[src/rtl/bcd_seg_scan_if.sv]
`default_nettype none
// ============================================================================
// Module      : bcd_seg_scan_if
// Description : Valid/ready channel that carries a packed two-digit BCD value
//               into bcd_seg_scan.
// Ports       : bcd_in    [7:0]  packed BCD, [7:4] tens, [3:0] units
//               bcd_valid        producer offers bcd_in this cycle
//               bcd_ready        consumer can accept bcd_in this cycle
// Modports    : master - producer side (drives bcd_in / bcd_valid)
//               slave  - consumer side (drives bcd_ready)
// Revision    : 1.0 - initial release
// ============================================================================
interface bcd_seg_scan_if;
  logic [7:0] bcd_in;
  logic       bcd_valid;
  logic       bcd_ready;

  modport master (
    output bcd_in,
    output bcd_valid,
    input  bcd_ready
  );

  modport slave (
    input  bcd_in,
    input  bcd_valid,
    output bcd_ready
  );
endinterface
`default_nettype wire

[src/rtl/bcd_seg_scan.sv]
`default_nettype none
// ============================================================================
// Module      : bcd_seg_scan
// Description : Two-digit multiplexed 7-segment driver for a packed BCD value.
//               Scans units (DIG0) and tens (DIG1) with all-off dead time
//               (GAP0/GAP1) between them. A new value is taken through a
//               valid/ready channel into a one-entry pending register and is
//               promoted to the display register only at a frame boundary,
//               so a lit digit never changes mid-period.
// Parameters  : SCAN_DIV - clk cycles each digit is lit (>= 2)
//               GAP_CYC  - clk cycles of dead time between digits (>= 1)
// Ports       : clk    - rising-edge clock
//               rst_n  - asynchronous active-low reset
//               bus    - slave side of bcd_seg_scan_if (bcd_in/valid/ready)
//               lzb    - leading-zero blanking of the tens digit (live)
//               blank  - force the display dark (live)
//               an     - active-low digit enables, [0] units, [1] tens
//               seg    - active-low segments {g,f,e,d,c,b,a}
//               dp     - active-low decimal point, always off
// Revision    : 1.0 - initial release
// ============================================================================
module bcd_seg_scan #(
  parameter int SCAN_DIV = 100000,
  parameter int GAP_CYC  = 16
) (
  input  wire logic          clk,
  input  wire logic          rst_n,
  bcd_seg_scan_if.slave      bus,
  input  wire logic          lzb,
  input  wire logic          blank,
  output logic [1:0]         an,
  output logic [6:0]         seg,
  output logic               dp
);

  // --------------------------------------------------------------------------
  // Counter sizing: one down-counter times every state, so it must hold the
  // larger of the two reload values.
  // --------------------------------------------------------------------------
  localparam int CNT_MAX = (SCAN_DIV > GAP_CYC) ? SCAN_DIV : GAP_CYC;
  localparam int CNT_W   = (CNT_MAX > 1) ? $clog2(CNT_MAX) : 1;

  localparam logic [CNT_W-1:0] DIG_RELOAD = CNT_W'(SCAN_DIV - 1);
  localparam logic [CNT_W-1:0] GAP_RELOAD = CNT_W'(GAP_CYC - 1);

  // Scan states, visited strictly in this order and wrapping.
  localparam logic [1:0] ST_DIG0 = 2'd0;
  localparam logic [1:0] ST_GAP0 = 2'd1;
  localparam logic [1:0] ST_DIG1 = 2'd2;
  localparam logic [1:0] ST_GAP1 = 2'd3;

  localparam logic [1:0] AN_OFF   = 2'b11;
  localparam logic [1:0] AN_UNITS = 2'b10;
  localparam logic [1:0] AN_TENS  = 2'b01;
  localparam logic [6:0] SEG_OFF  = 7'h7F;

  // --------------------------------------------------------------------------
  // BCD to active-low 7-segment decode; non-decimal codes show a dash.
  // --------------------------------------------------------------------------
  function automatic logic [6:0] decode(input logic [3:0] digit);
    logic [6:0] s;
    s = 7'h3F;
    case (digit)
      4'd0:    s = 7'h40;
      4'd1:    s = 7'h79;
      4'd2:    s = 7'h24;
      4'd3:    s = 7'h30;
      4'd4:    s = 7'h19;
      4'd5:    s = 7'h12;
      4'd6:    s = 7'h02;
      4'd7:    s = 7'h78;
      4'd8:    s = 7'h00;
      4'd9:    s = 7'h10;
      default: s = 7'h3F;
    endcase
    return s;
  endfunction

  // --------------------------------------------------------------------------
  // State, timer and data registers
  // --------------------------------------------------------------------------
  logic [1:0]       state_q,     state_d;
  logic [CNT_W-1:0] cnt_q,       cnt_d;
  logic [7:0]       pend_q,      pend_d;
  logic             pend_full_q, pend_full_d;
  logic [7:0]       disp_q,      disp_d;
  logic [1:0]       an_q,        an_d;
  logic [6:0]       seg_q,       seg_d;

  logic             last_cyc;     // final cycle of the current state
  logic             enter_dig0;   // this edge is a frame boundary
  logic             accept;       // handshake completes on this edge

  // --------------------------------------------------------------------------
  // Process 1: state register (and all other flops)
  // Reset parks the scanner at the start of GAP1 so the first lit digit
  // appears exactly GAP_CYC cycles after release, with nothing partial shown.
  // --------------------------------------------------------------------------
  always_ff @(posedge clk or negedge rst_n) begin
    if (!rst_n) begin
      state_q     <= ST_GAP1;
      cnt_q       <= GAP_RELOAD;
      pend_q      <= 8'h00;
      pend_full_q <= 1'b0;
      disp_q      <= 8'h00;
      an_q        <= AN_OFF;
      seg_q       <= SEG_OFF;
    end else begin
      state_q     <= state_d;
      cnt_q       <= cnt_d;
      pend_q      <= pend_d;
      pend_full_q <= pend_full_d;
      disp_q      <= disp_d;
      an_q        <= an_d;
      seg_q       <= seg_d;
    end
  end

  // --------------------------------------------------------------------------
  // Process 2: next-state, timer and data path
  // --------------------------------------------------------------------------
  always_comb begin
    last_cyc   = (cnt_q == '0);
    state_d    = state_q;
    cnt_d      = cnt_q - 1'b1;

    if (last_cyc) begin
      case (state_q)
        ST_DIG0: state_d = ST_GAP0;
        ST_GAP0: state_d = ST_DIG1;
        ST_DIG1: state_d = ST_GAP1;
        default: state_d = ST_DIG0;
      endcase
      cnt_d = ((state_d == ST_DIG0) || (state_d == ST_DIG1)) ? DIG_RELOAD
                                                            : GAP_RELOAD;
    end

    enter_dig0 = last_cyc && (state_q == ST_GAP1);

    // bcd_ready is the inverse of a flop, so accept never depends on itself.
    accept      = bus.bcd_valid && !pend_full_q;
    pend_d      = pend_q;
    pend_full_d = pend_full_q;
    disp_d      = disp_q;

    // A boundary copy and an accept are mutually exclusive: the copy needs
    // pend_full_q=1, which holds bcd_ready low for that same edge.
    if (enter_dig0 && pend_full_q) begin
      disp_d      = pend_q;
      pend_full_d = 1'b0;
    end else if (accept) begin
      pend_d      = bus.bcd_in;
      pend_full_d = 1'b1;
    end
  end

  // --------------------------------------------------------------------------
  // Process 3: output decode
  // an/seg are only recomputed on the edge that enters a state, so lzb and
  // blank are effectively sampled at state entry and held for the period.
  // disp_d is used so DIG0 shows a value promoted on that very edge.
  // --------------------------------------------------------------------------
  always_comb begin
    an_d  = an_q;
    seg_d = seg_q;
    if (last_cyc) begin
      an_d  = AN_OFF;
      seg_d = SEG_OFF;
      if (!blank) begin
        case (state_d)
          ST_DIG0: begin
            an_d  = AN_UNITS;
            seg_d = decode(disp_d[3:0]);
          end
          ST_DIG1: begin
            if (!(lzb && (disp_d[7:4] == 4'd0))) begin
              an_d  = AN_TENS;
              seg_d = decode(disp_d[7:4]);
            end
          end
          default: begin
            an_d  = AN_OFF;
            seg_d = SEG_OFF;
          end
        endcase
      end
    end
  end

  assign bus.bcd_ready = !pend_full_q;
  assign an            = an_q;
  assign seg           = seg_q;
  assign dp            = 1'b1;

endmodule
`default_nettype wire

[src/flat_wrapper.sv]
// flat-port wrapper written by rule: the top's interface ports become plain ports
module bcd_seg_scan_flat 
#(
  parameter int SCAN_DIV = 100000,
  parameter int GAP_CYC  = 16
)
  (clk, rst_n, lzb, blank, an, seg, dp, bus_bcd_in, bus_bcd_valid, bus_bcd_ready);
  bcd_seg_scan_if bus_i ();
  input  wire logic clk;
  input  wire logic rst_n;
  input  wire logic lzb;
  input  wire logic blank;
  output logic [1:0] an;
  output logic [6:0] seg;
  output logic dp;
  input wire logic [$bits(bus_i.bcd_in)-1:0] bus_bcd_in;
  input wire logic [$bits(bus_i.bcd_valid)-1:0] bus_bcd_valid;
  output wire logic [$bits(bus_i.bcd_ready)-1:0] bus_bcd_ready;
  assign bus_i.bcd_in = bus_bcd_in;
  assign bus_i.bcd_valid = bus_bcd_valid;
  assign bus_bcd_ready = bus_i.bcd_ready;
  bcd_seg_scan #(.SCAN_DIV(SCAN_DIV), .GAP_CYC(GAP_CYC)) u_core (.clk(clk), .rst_n(rst_n), .bus(bus_i), .lzb(lzb), .blank(blank), .an(an), .seg(seg), .dp(dp));
endmodule
[config.mk]
export PLATFORM = sky130hd
export DESIGN_NAME = bcd_seg_scan_flat
export DESIGN_NICKNAME = d
export VERILOG_FILES = /design/src/rtl/bcd_seg_scan_if.sv /design/src/rtl/bcd_seg_scan.sv /design/src/flat_wrapper.sv
export SDC_FILE = /design/constraint.sdc
export NUM_CORES = 1
export LEC_CHECK = 0
export CAP_MARGIN = 25
export CORE_MARGIN = 3
export CORE_UTILIZATION = 30
export CTS_BUF_LIST = sky130_fd_sc_hd__clkbuf_2 sky130_fd_sc_hd__clkbuf_4 sky130_fd_sc_hd__clkbuf_8
export DETAILED_ROUTE_END_ITERATION = 16
export DONT_BUFFER_PORTS = 1
export HOLD_SLACK_MARGIN = 0.1
export PLACE_DENSITY = 0.45
export SYNTH_ARGS = -nofsm -noshare
export SYNTH_HDL_FRONTEND = slang
export SYNTH_SLANG_ARGS = --single-unit
[constraint.sdc]
create_clock -name clk -period 4.46 [get_ports clk]
set_clock_uncertainty 0.2 [all_clocks]
set_input_delay 0.892 -clock clk [delete_from_list [all_inputs] [get_ports clk]]
set_output_delay 0.892 -clock clk [all_outputs]
set_load 0.05 [all_outputs]
* Yosys cells after proc, flatten, opt, wreduce, memory -nomap -nowiden
Memory sizes are Yosys's and may differ from the RTL's.
Cells that the tools add are included.
** Cells by class
- Reduce and logical (&&, ||, !) cells :: 13
- Bitwise gates (word level) :: 1
- Multipliers :: 0
- Multiplexer cells :: 14
- Shift-type cells :: 0
- Magnitude comparators :: 0
- Div/mod/pow operators :: 0
- $add $sub $neg :: 1
- Equal/unequal tests :: 5
** Operator list (number)
- 2-to-1 mux 17 bit :: 2
- zero test 17 bit :: 1
- subtractor 17 x 1 -> 17 bit (second input constant) :: 1
- 2-to-1 mux 7 bit :: 2
- one-hot mux 7 bit (2 select lines) :: 1
- equality test 2 bit (second input constant) :: 4
- 2-to-1 mux 2 bit :: 4
- 2-to-1 mux 8 bit :: 1
- zero test 2 bit :: 3
- one-hot mux 2 bit (3 select lines) :: 1
- logical AND 1 bit :: 4
- zero test 4 bit :: 1
- one-hot mux 2 bit (2 select lines) :: 1
- equality test 2 x 1 -> 1 bit (second input constant) :: 1
- 2-to-1 mux 1 bit :: 2
- AND reduction 2 bit :: 1
- nonzero test 2 bit :: 1
- zero test 1 bit :: 1
- logical OR 1 bit :: 1
- NOT 1 bit :: 1
** Word-level totals
- Bits in read-only memories :: 224
- RAM bits :: 0
- Logic and storage cells :: 43
- Flip-flop bits (word level) :: 45
- Memories :: 2
- Bits in latches :: 0
- Input port bits :: 13
** Memory list
- (name not given) :: depth 16, width 7, read ports 1, clocked after memory_dff 0, wr ports 0, line bcd_seg_scan.sv:63 : case (digit)
- (name not given) :: depth 16, width 7, read ports 1, clocked after memory_dff 0, wr ports 0, line bcd_seg_scan.sv:63

* Longest topological paths before layout
Gate-level depths: netlist of run 1.
- Word-level depth :: 9
- Depth in mapped cells :: 16

* Worst setup path before layout of run 1
Ideal clock, no wire load.
- Path kind :: register to register
- From :: register u_core.cnt_q[5]
- To :: register u_core.seg_q[5] (netlist: u_core.seg[5])
- Arrival time :: 3.123 ns
- Clock period less this slack :: 3.400 ns
- Path buffers :: 2
- Slack :: 1.060 ns
- Cell stages (with the launch flop) :: 14
- Path through :: dfrtp_1 > or4_4 > and4b_2 > nand3_4 > buf_6 > mux2i_1 > ha_1 > and2_1 > clkbuf_1 > nand2b_1 > mux2_2 > o21ai_0 > a221o_1 > a31oi_1
** Between the ends
- Cells in the longest elaborated chain, start to end :: 9
** RTL lines
- start: declaration :: line bcd_seg_scan.sv:83 : logic [CNT_W-1:0] cnt_q, cnt_d;
- start signal: assignment :: line bcd_seg_scan.sv:110 : cnt_q <= cnt_d;
- zero test 17 bit * :: line bcd_seg_scan.sv:123 : last_cyc = (cnt_q == '0);
- branches (longest 8 deep; another with memory read (16 x 7 bit))
- end signal: assignment :: line bcd_seg_scan.sv:115 : seg_q <= seg_d;
- end: declaration :: line bcd_seg_scan.sv:88 : logic [6:0] seg_q, seg_d;
Every way passes the cells marked *.
A chain may end at the register's enable or synchronous reset.

* Worst setup path in the final report of run 1
- From :: register u_core.cnt_q[13]
- To :: register u_core.seg_q[5] (netlist: u_core.seg[5])
The elaborated chain is that of the path after synthesis.

==> reports/qor.yml, run 1 <==
pwr:
  comb_power_share_pct: 3.9
  seqPwrFrac_pct: 56.4
  switching_share_pct: 23.0
  clock_power_share_pct: 39.8
  p_switching_uw: 183
  ir_drop_mv: 0.130
  p_int_uw: 611
  powerDensity_mw_per_mm2: 279
  p_leak_uw: 0.00128
synth:
  synth-edff-count: 0
  synth.distinct_cells: 45
  synth-seq-cells: 45
  yosysTopAreaCellShare_pct: 28.9
  synthCells: 255
  synth.avg_cell_area_um2: 10.2
  yosysTopAreaCell: "dfrtp_1"
  yosys_most_used_dff: "dfrtp_1"
  syn-num-nets: 285
  netlist_area_mm2: 0.00259
  yosysWarnings: 0
  synth.area.top_cells: "dfrtp_1 (29%), dfstp_2 (15%), ha_1 (8.2%)"
  synth_async_sr_flop_share_pct: 100
  seq_area_frac_synth_pct: 44.1
timing:
  setup_tns_ns: 0
  rsz0062_at_grt: "false"
  worst_slew_pin_slew_ns: 0.741
  slew_viol_final: 0
  hold_violations: 0
  setup_violations: 0
  slew_headroom_pct: 50.5
  fin_crit_sh_pct: 87.2
  period_needed_ns: 3.89
  clock.fmax_mhz: 257
place:
  port_buffers: 0
  routabilityCongestion: 0.785
  hpwl_mm: 4.27
cts:
  clockBufferDepth: 2
  ctsResizeCount: 0
  cts-root-buf: "clkbuf_8"
  ctsHtreeMaxLevel: 2
  clk_pin_slew_ns: 0.09
  clk_latency_ns: 0.30
  clock-sinks: 45
  cts_buffers: 5
  tritoncts: "yes"
critical_path:
  cp-start-kind: "register"
  crit_arrival_ns: 3.91
  crit_buf_inv: 0
  critPathCaptureType: "register"
  max_stage_delay_ns: 0.62
  crit_chain: "nor4_1, and4b_2, nand3_4, mux2i_1, ha_1, and2_1, nand2b_1, mux2i_1, nand2_1, o21ai_0, a221o_1, a31oi_1"
  path_max_fanout: 21
  crit_top_cell: "mux2i_1"
  cp.required_ns: 4.48
  path_class: "register to register"
  slowest_stage: "and4b_2"
  crit_family: "simple AND/OR/NAND/NOR gates"
global_route:
  groute.layer.met1.usage_pct: 17.7
  met3_usage_pct: 2.83
  grtUsageTotal_pct: 12.6
  grt_max_degree: 31
  grt_pass1_wl_mm: 9.91
  grt_most_used_layer: "met2"
  grt_pass1_vias: 1889
  overflow: 0
  grt_use_met2_pct: 19.4
  antenna_found_initial: 0
floorplan:
  die_area_mm2: 0.00980
  start_util_pct: 31.3
  core_area_mm2: 0.00830
  rows: 33
  die_h_um: 99.0
  ios: 24
  fp.dieW_um: 99.0
drt:
  wire_per_inst_um: 16.0
  routed-via-count: 1852
  drcViolationCount: 0
  ant_nets: 0
  dr.first_iter.drc_count: 55
  firstDrtPassIters: 4
  drt-total-wl_mm: 5.86
  viasPerCell: 5.06
run:
  drv_cap: 0
outcome:
  outcome: "finished clean"
worst_hold_path:
  hold_class: "input pin to async pin"
cells_and_area:
  area_delta_synth_final_pct: 9.84
  nets: 290
  fin_util_pct: 34.3
  diodes: 0
  fillers: 833
  drive_gt1_share_pct: 19.5
-- layout make-up --
class	instances	area (um2)	share of cell area [%]
Tap cell	105	131	4.61
Clock inverter	2	35.0	1.23
Sequential cell	45	1140	40.2
Inverter	17	63.8	2.24
Timing Repair Buffer	5	50.0	1.76
Multi-Input combinational cell	186	1350	47.3
Clock buffer	6	76.3	2.68
-- path summary, 6_finish.rpt --
path / from / end / depth (start not counted) / slack, ns
worst max-delay path: u_core.cnt_q[13]$_DFF_PN0_ / u_core.seg[5]$_DFFE_PN1N_ / 12 / 0.57
worst min-delay path: rst_n / u_core.cnt_q[8]$_DFF_PN0_ / 1 / 0.22
worst max register to register: u_core.cnt_q[13]$_DFF_PN0_ / u_core.seg[5]$_DFFE_PN1N_ / 12 / 0.57
worst min register to register: u_core.cnt_q[0]$_DFF_PN1_ / u_core.cnt_q[0]$_DFF_PN1_ / 1 / 0.26
max in group asynchronous: rst_n / u_core.disp_q[6]$_DFF_PN0_ / 1 / 3.67
min in group clk: u_core.cnt_q[0]$_DFF_PN1_ / u_core.cnt_q[0]$_DFF_PN1_ / 1 / 0.26
-- sequential cells by signal, summed over array words and instances, names as in the netlist --
name,flops
u_core.state_q,2
u_core.pend_full_q,1
u_core.seg,7
u_core.disp_q,8
u_core.cnt_q,17
u_core.pend_q,8
u_core.an,2
-- layer usage --
layer | routed length [um] | share of wire (%)
met5 | 0 | 0
met4 | 63 | 1.1
met3 | 217 | 3.7
met2 | 2630 | 45
met1 | 2950 | 50
-- power groups by stage --
| stage | clock network [uW] | registers [uW] | logic [uW] |
|---|---|---|---|
| floorplan | 0 | 451 | 22.1 |
| global placement | 0 | 456 | 23.6 |
| detailed placement | 0 | 456 | 23.8 |
| CTS | 330 | 448 | 31.7 |
| global route | 345 | 450 | 34.4 |
| finish | 316 | 448 | 30.8 |
-- stage by stage --
step | total power [uW] | setup slack [ns] | cells | cell area [um2] | hold slack (ns)
2_1_floorplan | 473 | 1.06 | 255 | 2590 | 0.229
3_3_place_gp | 479 | 0.665 | 357 | 2720 | 0.240
3_5_place_dp | 480 | 0.582 | 357 | 2720 | 0.244
4_1_cts | 809 | 0.559 | 366 | 2850 | 0.209
5_1_grt | 829 | 0.174 | 366 | 2850 | 0.203
6_report | 795 | 0.572 | 366 | 2850 | 0.223
-- logic make-up after synthesis --
kind of cell    share of synthesized area (%)
compound gates                           12.4
xor+xnor                                 3.71
fa+ha+maj                                8.20
buf+inv                                  3.91
flops                                    44.1
mux                                      10.9
other cells                             0.145
simple gates                             16.5
-- what timing repair did --
item | CTS | global route
buffers inserted | 0 | 0
hold buffers | 1 | 0
endpoints found under the hold margin | 30 | 0
-- synth_stat cells (all sizes together) (3+ instances only) --
cell type,number
a21oi,14
a221o,3
a31oi,5
clkbuf,5
dfrtp,30
dfstp,15
ha,17
inv,17
mux2,12
mux2i,14
nand2,16
nand3,4
nor2,25
nor3,11
nor4,7
o21a,3
o21ai,13
or3,3
xnor2,8
xor2,3
-- cell usage in the layout, fill, tap and decap left out, types with 2 or more instances in the layout --
master     n
o221a_2    2
o31ai_1    2
o32a_1     2
nor2_1    25
nor3_1    11
nor2b_1    2
a21oi_1   14
mux2_2    11
nor3b_1    2
dfrtp_1   30
or3_1      3
a21o_1     2
nand2b_1   2
inv_1     16
mux2i_1   13
ha_1      17
and2_1     2
clkbuf_8   5
nand2_1   16
dfstp_2   15
xor2_1     3
a31oi_1    5
xnor2_1    8
a221o_1    3
or2_2      2
nor4_1     7
nand3_1    3
o21a_1     3
o21ai_0   13
buf_4      4
Power figures use the tool's default switching activity.
==> run 2: changes to the inputs <==
--- a/config.mk
+++ b/config.mk
@@ -7,12 +7,13 @@
 export LEC_CHECK = 0
 export CAP_MARGIN = 25
 export CORE_MARGIN = 3
-export CORE_UTILIZATION = 30
+export CORE_UTILIZATION = 40
 export CTS_BUF_LIST = sky130_fd_sc_hd__clkbuf_2 sky130_fd_sc_hd__clkbuf_4 sky130_fd_sc_hd__clkbuf_8
 export DETAILED_ROUTE_END_ITERATION = 16
 export DONT_BUFFER_PORTS = 1
 export HOLD_SLACK_MARGIN = 0.1
-export PLACE_DENSITY = 0.45
+export PLACE_DENSITY = 0.55
+export SLEW_MARGIN = 20
 export SYNTH_ARGS = -nofsm -noshare
 export SYNTH_HDL_FRONTEND = slang
 export SYNTH_SLANG_ARGS = --single-unit
==> reports/qor.yml, run 2 (synthesized netlist as in run 1, its figures left out) <==
global_route:
  grtUsageTotal_pct: 16.2
  grt_most_used_layer: "met1"
  grt_use_met2_pct: 23.0
  antenna_found_initial: 0
  overflow: 0
  grt_pass1_vias: 1834
  groute.layer.met1.usage_pct: 24.0
  met3_usage_pct: 4.18
  grt_max_degree: 31
  grt_pass1_wl_mm: 9.40
critical_path:
  path_max_fanout: 21
  critPathCaptureType: "register"
  r2r_cells: 11
  crit_arrival_ns: 4.00
  path_class: "register to register"
  cp.required_ns: 4.49
  cp-start-kind: "register"
floorplan:
  rows: 28
  die_h_um: 86.5
  fp.dieW_um: 86.5
  start_util_pct: 42.5
  core_area_mm2: 0.00610
  die_area_mm2: 0.00749
  ios: 24
timing:
  period_needed_ns: 3.97
  slew_headroom_pct: 52.5
  fin_crit_sh_pct: 89.0
  slew_viol_final: 0
  worst_slew_pin_slew_ns: 0.692
  setup_tns_ns: 0
  setup_violations: 0
  clock.fmax_mhz: 252
  hold_violations: 0
  rsz0062_at_grt: "false"
  setup_slack_ns: 0.490
cts:
  clockBufferDepth: 2
  ctsHtreeMaxLevel: 2
  cts_buffers: 5
  clock-sinks: 45
  cts_hold_buffers: 1
  cts-root-buf: "clkbuf_8"
  ctsResizeCount: 0
  clk_latency_ns: 0.30
  tritoncts: "yes"
  cts_post_setup_buffers_inserted: 0
  clk_pin_slew_ns: 0.09
place:
  place_ws_ns: 0.486
  routabilityCongestion: 0.843
  dp_cells: 326
  port_buffers: 0
  hpwl_mm: 4.01
cells_and_area:
  nets: 289
  regMostFlops: "u_core.cnt_q"
  largest_register_ffs: 17
  area_delta_synth_final_pct: 8.44
  diodes: 0
  stdcell_count: 335
  mostFrequentLayoutCells: "dfrtp_1 (30), nor2_1 (25), ha_1 (17), inv_1 (16), nand2_1 (16)"
  layout_commonest_cell: "dfrtp_1"
  reg.largest.list: "u_core.cnt_q: 17 flops, u_core.disp_q: 8 flops, u_core.pend_q: 8 flops"
  fillers: 585
  drive_gt1_share_pct: 19.2
  fin_util_pct: 46.1
run:
  drv_cap: 0
pwr:
  powerDensity_mw_per_mm2: 286
  ir_drop_mv: 0.155
  p_leak_uw: 0.00128
drt:
  wire_per_inst_um: 16.5
  drcViolationCount: 0
  dr.first_iter.drc_count: 111
  firstDrtPassIters: 4
  ant_nets: 0
  routed-via-count: 1820
  viasPerCell: 5.43
  drt-total-wl_mm: 5.52
worst_hold_path:
  hold_class: "input pin to async pin"
outcome:
  outcome: "finished clean"
[run 2: cell types whose count changed in the layout (fill, tap and decap cells not counted)]
cell	before	now
buf_4	4	3
clkbuf_8	5	6
clkinv_2	1	0
[run 2: final cells by class]
| type | count | area [um2] | share of cell area (%) |
|---|---|---|---|
| multi-input combinational | 186 | 1350 | 47.9 |
| clock inverter | 1 | 30.0 | 1.07 |
| timing repair buffer | 4 | 42.5 | 1.51 |
| sequential | 45 | 1140 | 40.7 |
| tap | 75 | 93.8 | 3.34 |
| inverter | 17 | 63.8 | 2.27 |
| clock buffer | 7 | 90.1 | 3.20 |
[run 2: where the power goes]
part | leakage, uW | total, uW | switching, uW | internal, uW
clock network | 0.0000619 | 326 | 137 | 189
registers | 0.000522 | 447 | 24.2 | 423
logic | 0.000696 | 30.9 | 15.1 | 15.8
[run 2: critical path: stages, from the launching register on]
cell and delay, ns:
dfrtp_1 0.43, nor4_1 0.60, and4b_2 0.64, nand3_4 0.29, mux2i_1 0.40, ha_1 0.22, and2_1 0.24, nand2b_1 0.16
mux2_2 0.14, o21ai_0 0.07, a221o_1 0.35, a31oi_1 0.17
[run 2: layer usage]
layer	vias to the layer above	wire length (um)
li1	911	-
met3	5	271
met2	42	2320
met4	0	59
met5	-	0
met1	862	2870
[run 2: path summary, 6_finish.rpt]
kind / slack, ns / startpoint / to
worst min-delay path: 0.21 / rst_n / u_core.disp_q[3]$_DFF_PN0_
worst max-delay path: 0.49 / u_core.cnt_q[13]$_DFF_PN0_ / u_core.seg[5]$_DFFE_PN1N_
worst max register to register: 0.49 / u_core.cnt_q[13]$_DFF_PN0_ / u_core.seg[5]$_DFFE_PN1N_
min in group clk: 0.26 / u_core.cnt_q[0]$_DFF_PN1_ / u_core.cnt_q[0]$_DFF_PN1_
worst min register to register: 0.26 / u_core.cnt_q[0]$_DFF_PN1_ / u_core.cnt_q[0]$_DFF_PN1_
max in group asynchronous: 3.66 / rst_n / u_core.disp_q[7]$_DFF_PN0_
[run 2: metrics by stage]
stage                     power (uW)  cell area, um2  hold slack [ns]
after floorplan                  473            2590            0.229
after global placement           478            2670            0.239
after detailed placement         479            2670            0.243
after CTS                        817            2810            0.211
after global routing             848            2810            0.198
final                            804            2810            0.213
==> run 3: changes to the inputs <==
--- a/config.mk
+++ b/config.mk
@@ -9,6 +9,7 @@
 export CORE_MARGIN = 3
 export CORE_UTILIZATION = 40
 export CTS_BUF_LIST = sky130_fd_sc_hd__clkbuf_2 sky130_fd_sc_hd__clkbuf_4 sky130_fd_sc_hd__clkbuf_8
+export CTS_CLUSTER_DIAMETER = 120
 export DETAILED_ROUTE_END_ITERATION = 16
 export DONT_BUFFER_PORTS = 1
 export HOLD_SLACK_MARGIN = 0.1
==> results of run 3 <==
Same layout as run 2: the final DEF is identical, and so are final timing and power.
